$ cat src/rtl/calc_disp_pkg.sv
// -----------------------------------------------------------------------------
// calc_disp_pkg
// Shared types and constants for the calculator result display slice:
//   - state_t      : conversion FSM states (IDLE -> SHIFT -> DONE -> IDLE)
//   - NUM_DIGITS   : digits on the multiplexed display (5 = sign, 4..0 = value)
//   - BCD_DIGITS   : BCD digits produced from a 16-bit magnitude
//   - SEG_FONT     : active-high 7-segment patterns {g,f,e,d,c,b,a} for 0-F
//   - SEG_DASH     : minus sign (segment g only)
//   - SEG_BLANK    : all segments off
//   - digit_to_seg : nibble -> active-high segment pattern
// -----------------------------------------------------------------------------
package calc_disp_pkg;

    typedef enum logic [1:0] {
        ST_IDLE  = 2'd0,
        ST_SHIFT = 2'd1,
        ST_DONE  = 2'd2
    } state_t;

    localparam int NUM_DIGITS = 6;
    localparam int BCD_DIGITS = 5;
    localparam int RESULT_W   = 16;
    localparam int BCD_W      = 4 * BCD_DIGITS;

    localparam logic [6:0] SEG_BLANK = 7'b0000000;
    localparam logic [6:0] SEG_DASH  = 7'b1000000;

    localparam logic [6:0] SEG_FONT [16] = '{
        7'h3F, 7'h06, 7'h5B, 7'h4F,   // 0 1 2 3
        7'h66, 7'h6D, 7'h7D, 7'h07,   // 4 5 6 7
        7'h7F, 7'h6F, 7'h77, 7'h7C,   // 8 9 A b
        7'h39, 7'h5E, 7'h79, 7'h71    // C d E F
    };

    function automatic logic [6:0] digit_to_seg(input logic [3:0] digit);
        return SEG_FONT[digit];
    endfunction

endpackage

$ cat src/rtl/calc_result_display_if.sv
// -----------------------------------------------------------------------------
// calc_result_display_if
// Result/BCD handshake between the calculator core and calc_result_display.
//   res_valid  : 1-cycle strobe, result/neg valid this cycle
//   result     : 16-bit unsigned magnitude
//   neg        : sign of result (1 = negative)
//   hex_mode   : (only with CALC_DISP_HEX_EN) bypass decimal conversion
//   busy       : conversion in progress
//   bcd_out    : 5 BCD digits, [19:16] = ten-thousands
//   bcd_neg    : sign belonging to bcd_out
//   bcd_valid  : 1-cycle pulse when bcd_out/bcd_neg update
// master = calculator core side, slave = display block side.
// -----------------------------------------------------------------------------
interface calc_result_display_if;
    import calc_disp_pkg::*;

    logic                res_valid;
    logic [RESULT_W-1:0] result;
    logic                neg;
`ifdef CALC_DISP_HEX_EN
    logic                hex_mode;
`endif
    logic                busy;
    logic [BCD_W-1:0]    bcd_out;
    logic                bcd_neg;
    logic                bcd_valid;

`ifdef CALC_DISP_HEX_EN
    modport master (output res_valid, result, neg, hex_mode,
                    input  busy, bcd_out, bcd_neg, bcd_valid);
    modport slave  (input  res_valid, result, neg, hex_mode,
                    output busy, bcd_out, bcd_neg, bcd_valid);
`else
    modport master (output res_valid, result, neg,
                    input  busy, bcd_out, bcd_neg, bcd_valid);
    modport slave  (input  res_valid, result, neg,
                    output busy, bcd_out, bcd_neg, bcd_valid);
`endif

endinterface

$ cat src/rtl/calc_bin2bcd.sv
// -----------------------------------------------------------------------------
// calc_bin2bcd
// Sequential double-dabble: one add-3-then-shift step per clock, 16 steps.
//   clk, reset : clock, asynchronous active-high reset
//   start      : load bin and begin conversion (ignored while converting)
//   bin        : 16-bit binary input
//   done       : high during the final step; bcd is the finished result then
//   bcd        : 5-digit BCD result (valid while done=1)
// The result is presented combinationally during the last step so the caller
// can register it on the same edge that ends the conversion.
// -----------------------------------------------------------------------------
module calc_bin2bcd
    import calc_disp_pkg::*;
(
    input  logic                clk,
    input  logic                reset,
    input  logic                start,
    input  logic [RESULT_W-1:0] bin,
    output logic                done,
    output logic [BCD_W-1:0]    bcd
);

    localparam int SH_W = BCD_W + RESULT_W;

    logic [SH_W-1:0] sh_q;
    logic [SH_W-1:0] sh_next;
    logic [3:0]      cnt_q;
    logic            active_q;

    // Adjust every BCD digit >= 5 by +3, then shift the whole register left.
    function automatic logic [SH_W-1:0] dd_step(input logic [SH_W-1:0] v);
        logic [SH_W-1:0] t;
        t = v;
        for (int d = 0; d < BCD_DIGITS; d++) begin
            if (t[RESULT_W + 4*d +: 4] >= 4'd5)
                t[RESULT_W + 4*d +: 4] = t[RESULT_W + 4*d +: 4] + 4'd3;
        end
        return {t[SH_W-2:0], 1'b0};
    endfunction

    assign sh_next = dd_step(sh_q);
    assign done    = active_q && (cnt_q == 4'd15);
    assign bcd     = sh_next[SH_W-1:RESULT_W];

    // NOTE: state registers use non-blocking assignments so every flop samples
    // pre-edge values regardless of process evaluation order.
    always_ff @(posedge clk or posedge reset) begin
        if (reset) begin
            sh_q     <= '0;
            cnt_q    <= '0;
            active_q <= 1'b0;
        end else if (start && !active_q) begin
            sh_q     <= {{BCD_W{1'b0}}, bin};
            cnt_q    <= '0;
            active_q <= 1'b1;
        end else if (active_q) begin
            sh_q  <= sh_next;
            cnt_q <= cnt_q + 4'd1;
            if (cnt_q == 4'd15)
                active_q <= 1'b0;
        end
    end

endmodule

$ cat src/rtl/calc_result_display.sv
// -----------------------------------------------------------------------------
// calc_result_display
// Captures a 16-bit magnitude + sign, converts it to 5-digit BCD and drives a
// 6-digit multiplexed 7-segment display (digit 5 = sign, digits 4..0 = value).
//   clk, reset : clock, asynchronous active-high reset
//   bus        : calc_result_display_if.slave (result in, BCD word out)
//   seg        : segments {g,f,e,d,c,b,a}
//   an         : one-hot digit enables
// Parameters:
//   REFRESH_DIV    : clk cycles each digit stays enabled (>= 2)
//   SEG_ACTIVE_LOW : 1 = seg/an low means lit/enabled
// Optional build macro CALC_DISP_HEX_EN adds bus.hex_mode: a capture with
// hex_mode=1 skips conversion and shows the raw value as 4 hex digits.
// A result arriving while a conversion is in flight (or in the DONE cycle)
// is parked in a 1-deep pending slot; the newest one wins.
// -----------------------------------------------------------------------------
module calc_result_display #(
    parameter int unsigned REFRESH_DIV    = 50000,
    parameter bit          SEG_ACTIVE_LOW = 1'b1
) (
    input  logic                       clk,
    input  logic                       reset,
    calc_result_display_if.slave       bus,
    output logic [6:0]                 seg,
    output logic [5:0]                 an
);
    import calc_disp_pkg::*;

    localparam int               DIV_W    = $clog2(REFRESH_DIV);
    localparam logic [DIV_W-1:0] DIV_LAST = DIV_W'(REFRESH_DIV - 1);

    state_t              state_q, state_d;

    logic                pend_valid_q;
    logic [RESULT_W-1:0] pend_result_q;
    logic                pend_neg_q;
`ifdef CALC_DISP_HEX_EN
    logic                pend_hex_q;
`endif

    logic                cap_neg_q;
    logic [BCD_W-1:0]    bcd_q;
    logic                bcd_neg_q;
    logic                disp_hex_q;

    logic                take_input, take_pend, capture;
    logic [RESULT_W-1:0] src_result;
    logic                src_neg, src_hex;

    logic                conv_done;
    logic [BCD_W-1:0]    conv_bcd;

    logic [DIV_W-1:0]    div_q;
    logic [2:0]          scan_idx_q;
    logic [6:0]          glyph;
    logic [3:0]          nib;
    logic [4:0]          base;
    logic [5:0]          an_onehot;
    logic [6:0]          seg_q;
    logic [5:0]          an_q;

    // ---------------- capture source selection ----------------
    // A parked result has priority over a fresh strobe in IDLE; the fresh one
    // then takes the pending slot instead of being lost.
    assign take_input = (state_q == ST_IDLE) && !pend_valid_q && bus.res_valid;
    assign take_pend  = (state_q == ST_IDLE) && pend_valid_q;
    assign capture    = take_input || take_pend;

    always_comb begin
        src_result = pend_valid_q ? pend_result_q : bus.result;
        src_neg    = pend_valid_q ? pend_neg_q    : bus.neg;
`ifdef CALC_DISP_HEX_EN
        src_hex    = pend_valid_q ? pend_hex_q    : bus.hex_mode;
`else
        src_hex    = 1'b0;
`endif
    end

    calc_bin2bcd u_bin2bcd (
        .clk   (clk),
        .reset (reset),
        .start (capture && !src_hex),
        .bin   (src_result),
        .done  (conv_done),
        .bcd   (conv_bcd)
    );

    // ---------------- FSM ----------------
    always_ff @(posedge clk or posedge reset) begin
        if (reset) state_q <= ST_IDLE;
        else       state_q <= state_d;
    end

    // NOTE: every combinational output gets a default before the case so no
    // path leaves it unassigned, which would otherwise infer a latch.
    always_comb begin
        state_d = state_q;
        unique case (state_q)
            ST_IDLE:  if (capture)   state_d = src_hex ? ST_DONE : ST_SHIFT;
            ST_SHIFT: if (conv_done) state_d = ST_DONE;
            ST_DONE:                 state_d = ST_IDLE;
            default:                 state_d = ST_IDLE;
        endcase
    end

    // ---------------- capture, pending slot, result registers ----------------
    always_ff @(posedge clk or posedge reset) begin
        if (reset) begin
            pend_valid_q  <= 1'b0;
            pend_result_q <= '0;
            pend_neg_q    <= 1'b0;
`ifdef CALC_DISP_HEX_EN
            pend_hex_q    <= 1'b0;
`endif
            cap_neg_q     <= 1'b0;
            bcd_q         <= '0;
            bcd_neg_q     <= 1'b0;
            disp_hex_q    <= 1'b0;
        end else begin
            if (bus.res_valid && !take_input) begin
                pend_valid_q  <= 1'b1;
                pend_result_q <= bus.result;
                pend_neg_q    <= bus.neg;
`ifdef CALC_DISP_HEX_EN
                pend_hex_q    <= bus.hex_mode;
`endif
            end else if (take_pend) begin
                pend_valid_q  <= 1'b0;
            end

            if (capture)
                cap_neg_q <= src_neg;

            // Result registers load on the edge that enters DONE.
            if (capture && src_hex) begin
                bcd_q      <= {4'h0, src_result};
                bcd_neg_q  <= src_neg;
                disp_hex_q <= 1'b1;
            end else if ((state_q == ST_SHIFT) && conv_done) begin
                bcd_q      <= conv_bcd;
                bcd_neg_q  <= cap_neg_q;
                disp_hex_q <= 1'b0;
            end
        end
    end

    assign bus.busy      = (state_q == ST_SHIFT);
    assign bus.bcd_valid = (state_q == ST_DONE);
    assign bus.bcd_out   = bcd_q;
    assign bus.bcd_neg   = bcd_neg_q;

    // ---------------- display scan ----------------
    always_ff @(posedge clk or posedge reset) begin
        if (reset) begin
            div_q      <= '0;
            scan_idx_q <= '0;
        end else if (div_q == DIV_LAST) begin
            div_q      <= '0;
            scan_idx_q <= (scan_idx_q == 3'(NUM_DIGITS - 1)) ? 3'd0 : scan_idx_q + 3'd1;
        end else begin
            div_q      <= div_q + 1'b1;
        end
    end

    // Glyph for the digit currently scanned. Decimal: blank a value digit when
    // it and every digit above it are zero (digit 0 is always shown). The dash
    // is suppressed for a zero value so negative zero reads as "0".
    always_comb begin
        glyph     = SEG_BLANK;
        nib       = 4'h0;
        base      = {scan_idx_q[2:0], 2'b00};
        an_onehot = 6'b000001 << scan_idx_q;
        if (scan_idx_q == 3'd5) begin
            if (disp_hex_q ? bcd_neg_q : (bcd_neg_q && (bcd_q != '0)))
                glyph = SEG_DASH;
        end else begin
            nib = bcd_q[base +: 4];
            if (disp_hex_q) begin
                if (scan_idx_q != 3'd4)
                    glyph = digit_to_seg(nib);
            end else if ((scan_idx_q == 3'd0) || ((bcd_q >> base) != '0)) begin
                glyph = digit_to_seg(nib);
            end
        end
    end

    // Registered outputs: inactive during the first clock after reset release.
    always_ff @(posedge clk or posedge reset) begin
        if (reset) begin
            seg_q <= {7{SEG_ACTIVE_LOW}};
            an_q  <= {6{SEG_ACTIVE_LOW}};
        end else begin
            seg_q <= SEG_ACTIVE_LOW ? ~glyph     : glyph;
            an_q  <= SEG_ACTIVE_LOW ? ~an_onehot : an_onehot;
        end
    end

    assign seg = seg_q;
    assign an  = an_q;

endmodule
$ cat src/flat_wrapper.sv
// flat-port wrapper written by rule: the top's interface ports become plain ports
module calc_result_display_flat import calc_disp_pkg::*;
#(
    parameter int unsigned REFRESH_DIV    = 50000,
    parameter bit          SEG_ACTIVE_LOW = 1'b1
)
  (clk, reset, seg, an, bus_res_valid, bus_result, bus_neg, bus_busy, bus_bcd_out, bus_bcd_neg, bus_bcd_valid);
  calc_result_display_if bus_i ();
  input  logic clk;
  input  logic reset;
  output logic [6:0] seg;
  output logic [5:0] an;
  input wire logic [$bits(bus_i.res_valid)-1:0] bus_res_valid;
  input wire logic [$bits(bus_i.result)-1:0] bus_result;
  input wire logic [$bits(bus_i.neg)-1:0] bus_neg;
  output wire logic [$bits(bus_i.busy)-1:0] bus_busy;
  output wire logic [$bits(bus_i.bcd_out)-1:0] bus_bcd_out;
  output wire logic [$bits(bus_i.bcd_neg)-1:0] bus_bcd_neg;
  output wire logic [$bits(bus_i.bcd_valid)-1:0] bus_bcd_valid;
  assign bus_i.res_valid = bus_res_valid;
  assign bus_i.result = bus_result;
  assign bus_i.neg = bus_neg;
  assign bus_busy = bus_i.busy;
  assign bus_bcd_out = bus_i.bcd_out;
  assign bus_bcd_neg = bus_i.bcd_neg;
  assign bus_bcd_valid = bus_i.bcd_valid;
  calc_result_display #(.REFRESH_DIV(REFRESH_DIV), .SEG_ACTIVE_LOW(SEG_ACTIVE_LOW)) u_core (.clk(clk), .reset(reset), .bus(bus_i), .seg(seg), .an(an));
endmodule
$ cat config.mk
export PLATFORM = sky130hd
export DESIGN_NAME = calc_result_display_flat
export DESIGN_NICKNAME = d
export VERILOG_FILES = /design/src/rtl/calc_disp_pkg.sv /design/src/rtl/calc_result_display_if.sv /design/src/rtl/calc_bin2bcd.sv /design/src/rtl/calc_result_display.sv /design/src/flat_wrapper.sv
export SDC_FILE = /design/constraint.sdc
export NUM_CORES = 1
export LEC_CHECK = 0
export ABC_AREA = 1
export CAP_MARGIN = 25
export CORE_ASPECT_RATIO = 0.8
export CORE_UTILIZATION = 55
export DETAILED_ROUTE_END_ITERATION = 16
export HOLD_SLACK_MARGIN = 0.06
export PLACE_DENSITY = 0.77
export SYNTH_ARGS = -nofsm -noshare
export SYNTH_HDL_FRONTEND = slang
export SYNTH_SLANG_ARGS = --single-unit
$ cat constraint.sdc
create_clock -name clk -period 7.9 [get_ports clk]
set_clock_uncertainty 0.2 [all_clocks]
set_input_delay 1.58 -clock clk [delete_from_list [all_inputs] [get_ports clk]]
set_output_delay 1.58 -clock clk [all_outputs]
set_load 0.01 [all_outputs]
==> flow_metrics.tcl, run 1 <==
set metrics [dict create \
    io_buffers 55 \
    clkSinkCount 115 \
    place_area_um2 6410 \
    dp_slack_ns 4.31 \
    final_nets 788 \
    p_clk_frac 0.302 \
    grt_pass1_vias 4600 \
    post-place-cells 869 \
    synth_top_flop_cell "dfrtp_1" \
    finalHoldViolCount 0 \
    coreArea_um2 10200 \
    post_cts.repair.setup_buffers 0 \
    drv_cap 0 \
    final_cell_mix "nand2_1 (167), dfrtp_1 (102), inv_1 (94), o21ai_0 (64), clkdlybuf4s50_1 (55)" \
    drc_errors 0 \
    min_path_type "flop to flop" \
    p_sw_uw 960 \
    rsz0062_at_grt "false" \
    multi_input_area_um2 2370 \
    fin_area_um2 7050 \
    path_common_cell "inv_1" \
    area_growth_pct 21.7 \
    crit_path_max_fanout 2 \
    irDropWorstVdd_mv 0.245 \
    routed_via_density 5.37 \
    finalNonFillerCells 902 \
    required_ns 6.12 \
    cts_tree "built" \
    power_mw 2.65 \
    finish.utilization 0.689 \
    cts_hold_buf 0 \
    p_leak_nw 3.36 \
    crit_type "flop to output port" \
    powerDensity_nw_per_um2 375 \
    tns_ns 0 \
    worst_path_largest_cell_delay_ns 0.56 \
    setup_viol 0 \
    cts_buffer_depth 2 \
    grt_pass1_wl_um 22300 \
    die-area_um2 11000 \
    synth_top_area_cell "dfrtp_1" \
    numCtsBuffers 17 \
    cpMaxStageDelayCell "clkdlybuf4s50_1" \
    netlist.area_leader.share 0.440 \
    die_w_um 117 \
    max_freq_mhz 297 \
    seq_power_share 0.352 \
    power.share.switching 0.363 \
    cp-start-kind "flop" \
    critPathArrivalTime_ns 1.59 \
    synthesis.area_um2 5800 \
    antenna_found_initial 0 \
    fin_crit_ns 3.37 \
    num_vias 4841 \
    comb_power_share 0.346 \
    ios 56 \
    grt_usage 0.265 \
    drive_gt1_frac 0.106 \
    syn_inst 696 \
    grt_overflow_total 0 \
    avgSynthCellArea_um2 8.33 \
    antenna_cells 0 \
    worstSetupEndpointType "output port" \
    slew_headroom 0.354 \
    whs_ns 0.278 \
    synth-edff-count 0 \
    regArea_um2 2890 \
    worstSkewPairLatency_ns 0.41 \
    worst_slack_ns 4.53 \
    fin_crit_sh 0.426 \
    ant_nets 0 \
    cts_resized 0 \
    synth_nets 735 \
    ys_warn_count 0 \
    fill_cells 826 \
    path_clk_slew_ns 0.05 \
    std_cell_rows 33 \
    cts-root-buf "clkbuf_16" \
    ys_seq_elements 115 \
    seq_area_frac_synth 0.499 \
    async_flop_share 1.00 \
    path_buf_inv 3 \
    die_h_um 93.8 \
    routabilityCongestion 0.877 \
    grt_max_degree 77 \
    layout_commonest_cell "nand2_1" \
    crit_chain "inv_1 > nand2_1 > inv_1 > clkdlybuf4s50_1" \
    dp_hpwl_um 8760 \
    maxSlewViolCount 0 \
    initial_core_util 0.566 \
    tightest_slew_ns 0.969 \
    path_delay_family "buffers and inverters" \
    h-tree-depth 4 \
    wl_per_cell_um 14.4 \
    first_iter_violations 302 \
    finalWirelength_um 13000 \
    synth.area.top_cells "dfrtp_1 (44%), nand2_1 (11%), inv_1 (6.2%), dfstp_2 (5.9%), o21ai_0 (5.5%)" \
    status "completed" \
    yosys.cell_types.count 41 \
    p_int_mw 1.69 \
    firstDrtPassIters 5 \
]
==> layout make-up <==
class                   instances  share of cell area
multi-input cells             452               0.336
inverters                     105              0.0569
clock buffers                  21              0.0653
well taps                     140              0.0248
clock inverters                11              0.0224
repair buffers                 58              0.0841
flip-flops and latches        115               0.410
==> registers in the layout, indices dropped and copies added (netlist names), 2 cells and up <==
signal	flops
u_core.an	6
u_core.div_q	16
u_core.seg	7
u_core.u_bin2bcd.cnt_q	4
u_core.bus.bcd_out	20
u_core.scan_idx_q	3
u_core.state_q	2
u_core.pend_result_q	16
u_core.u_bin2bcd.sh_q	36
==> synth_stat cells, types with 4 or more instances <==
cell type / number
a21oi_1: 23
a22oi_1: 6
buf_2: 11
clkbuf_1: 10
dfrtp_1: 102
dfstp_2: 13
ha_1: 19
inv_1: 95
inv_2: 8
nand2_1: 167
nand2_2: 8
nand3_1: 26
nand4_1: 9
nor2_1: 33
nor2_2: 5
nor3_1: 8
nor4_1: 4
o211ai_1: 7
o21ai_0: 64
o21ai_1: 25
o22ai_1: 16
xor2_1: 9
==> cell families after synthesis <==
logic type / Yosys count / share of synthesized area
AND/OR/NAND/NOR: 266 / 0.196
adder cells (fa/ha/maj): 19 / 0.0410
XOR/XNOR: 11 / 0.0166
flip-flops: 115 / 0.499
buffers and inverters: 129 / 0.0915
AO/OA/AOI/OAI: 156 / 0.155
==> path summary, 6_finish.rpt <==
kind | slack (ns) | from | to | depth (start not counted)
worst max register to register | 4.94 | u_core.u_bin2bcd.active_q | u_core.bus.bcd_out[17] | 7
worst max-delay path | 4.53 | u_core.state_q[1] | bus_busy | 4
min in group asynchronous | 1.35 | reset | u_core.div_q[13] | 2
max in group asynchronous | 5.28 | reset | u_core.pend_result_q[3] | 4
worst min-delay path | 0.28 | u_core.div_q[0] | u_core.div_q[0] | 1
worst min register to register | 0.28 | u_core.div_q[0] | u_core.div_q[0] | 1
==> routing by layer <==
metal / vias to the layer above / track usage / routed length (um)
met5: - / 0 / 0
met4: 0 / 0.0802 / 132
met3: 12 / 0.0535 / 530
met2: 116 / 0.436 / 6400
met1: 2348 / 0.354 / 5900
li1: 2365 / - / -
==> power groups by stage <==
stage                     Combinational (mW)  Clock, mW  Sequential (mW)
final                                  0.915      0.800            0.932
after floorplan                        0.634          0            0.894
after CTS                              0.912      0.806            0.929
after global placement                 0.870          0            0.924
after detailed placement               0.901          0            0.934
after global routing                    1.05      0.834            0.956
(Power assumes the default switching activity.)
==> run 2, diff against run 1 <==
==> constraint.sdc (replaced) <==
create_clock -name clk -period 3.37 [get_ports clk]
set_clock_uncertainty 0.2 [all_clocks]
set_input_delay 0.674 -clock clk [delete_from_list [all_inputs] [get_ports clk]]
set_output_delay 0.674 -clock clk [all_outputs]
set_load 0.01 [all_outputs]
==> flow_metrics.tcl, run 2 (synthesis gave the netlist of run 1 again) <==
set metrics [dict create \
    status "completed" \
    cp-start-kind "flop" \
    fin_crit_sh 0.732 \
    grt_usage 0.261 \
    final_nets 793 \
    die_h_um 93.8 \
    antenna_cells 0 \
    die_w_um 117 \
    worstSkewPairLatency_ns 0.41 \
    final_cell_mix "nand2_1 (167), dfrtp_1 (102), inv_1 (94), o21ai_0 (64), clkdlybuf4s50_1 (55)" \
    crit_path_max_fanout 17 \
    max_freq_mhz 405 \
    ios 56 \
    clkSinkCount 115 \
    numCtsBuffers 17 \
    area_growth_pct 21.6 \
    slew_headroom 0.388 \
    first_iter_violations 338 \
    grt_overflow_total 0 \
    post_cts.repair.setup_buffers 0 \
    finalWirelength_um 12900 \
    required_ns 3.51 \
    antenna_found_initial 0 \
    setup_viol 0 \
    tightest_slew_ns 0.916 \
    finalNonFillerCells 905 \
    dp_slack_ns 0.766 \
    grt_max_degree 41 \
    routed_via_density 5.35 \
    cts_buffer_depth 2 \
    worst_path_largest_cell_delay_ns 0.78 \
    drv_cap 0 \
    post-place-cells 875 \
    std_cell_rows 33 \
    worst_slack_ns 0.903 \
    io_buffers 55 \
    cts_hold_buf 0 \
    h-tree-depth 4 \
    ff2ff_setup_slack_ns 0.90 \
    dp_hpwl_um 9000 \
    drc_errors 0 \
    fill_cells 819 \
    path_common_cell "nand2_1" \
    min_path_type "flop to flop" \
    maxSlewViolCount 0 \
    grt_pass1_wl_um 21800 \
    largest_register_ffs 36 \
    p_leak_nw 3.35 \
    cts_tree "built" \
    coreArea_um2 10200 \
    path_buf_inv 2 \
    tns_ns 0 \
    initial_core_util 0.566 \
    finalHoldViolCount 0 \
    firstDrtPassIters 5 \
    die-area_um2 11000 \
    irDropWorstVdd_mv 0.506 \
    path_clk_slew_ns 0.05 \
    powerDensity_nw_per_um2 861 \
    top_register "u_core.u_bin2bcd.sh_q" \
    crit_type "flop to flop" \
    rsz0062_at_grt "false" \
    num_vias 4845 \
    drive_gt1_frac 0.111 \
    grt_pass1_vias 4717 \
    fin_crit_ns 2.47 \
    critPathArrivalTime_ns 2.61 \
    layout_commonest_cell "nand2_1" \
    wl_per_cell_um 14.2 \
    cts-root-buf "clkbuf_16" \
    worstSetupEndpointType "flop" \
    crit_chain "inv_6 > nand2_1 > o21ai_1 > nand2_1 > nand2_1 > nand2_1 > nand2_1 > inv_2 > ha_1 > nand4_1 > nor2_1 > nand2_2 > a21oi_2" \
    ant_nets 0 \
    routabilityCongestion 0.878 \
    cts_resized 0 \
    cpMaxStageDelayCell "dfrtp_1" \
    power_mw 6.06 \
    path_delay_family "flip-flops" \
]
run 2: cell types whose count changed in the layout (fill, tap and decap cells not counted):
cell	delta
inv_4	-1
buf_4	+3
clkinv_4	+1
clkbuf_8	-1
buf_12	+3
buf_16	-1
bufinv_16	-2
clkinvlp_4	+2
clkbuf_1	-1
run 2: layout make-up:
| cell class | count | area (um2) | share of cell area |
|---|---|---|---|
| repair buffers | 63 | 648 | 0.0920 |
| flip-flops and latches | 115 | 2890 | 0.411 |
| clock inverters | 11 | 114 | 0.0162 |
| well taps | 140 | 175 | 0.0249 |
| clock buffers | 19 | 443 | 0.0628 |
| multi-input cells | 452 | 2370 | 0.336 |
| inverters | 105 | 403 | 0.0572 |
run 2: path summary, 6_finish.rpt:
kind	startpoint	to	cells past startpoint
max reg2reg	u_core.scan_idx_q[0]	u_core.seg[6]	13
min reg2reg	u_core.div_q[0]	u_core.div_q[0]	1
max	u_core.scan_idx_q[0]	u_core.seg[6]	13
min	u_core.div_q[0]	u_core.div_q[0]	1
min in group asynchronous	reset	u_core.div_q[12]	2
max in group asynchronous	reset	u_core.u_bin2bcd.sh_q[18]	3
run 2: worst reg2reg max path, stage by stage, from the launching register on:
cell and delay (ns):
dfrtp_1 0.78, inv_6 0.10, nand2_1 0.09, o21ai_1 0.08
nand2_1 0.08, nand2_1 0.06, nand2_1 0.05, nand2_1 0.11
inv_2 0.12, ha_1 0.18, nand4_1 0.16, nor2_1 0.16
nand2_2 0.08, a21oi_2 0.14
run 2: through the flow:
stage | util | hold slack, ns | area [um2]
floorplan | - | 0.232 | 5800
global placement | 0.634 | 0.249 | 6490
detailed placement | 0.634 | 0.259 | 6490
CTS | 0.688 | 0.266 | 7050
global route | 0.688 | 0.285 | 7050
finish | 0.688 | 0.265 | 7050
run 2: per-layer routing:
layer,track usage,vias to the layer above,part of all wire
li1,-,2380,-
met1,0.336,2320,0.45
met2,0.428,123,0.49
met3,0.0561,22,0.041
met4,0.111,0,0.017
met5,0,-,0
run 2: where the power goes:
group / leakage (nW) / internal, mW / total (mW) / switching (mW)
Clock: 0.276 / 1.09 / 1.69 / 0.603
Combinational: 1.64 / 0.899 / 2.26 / 1.36
Sequential: 1.43 / 1.81 / 2.11 / 0.296
Total: 3.35 / 3.80 / 6.06 / 2.26
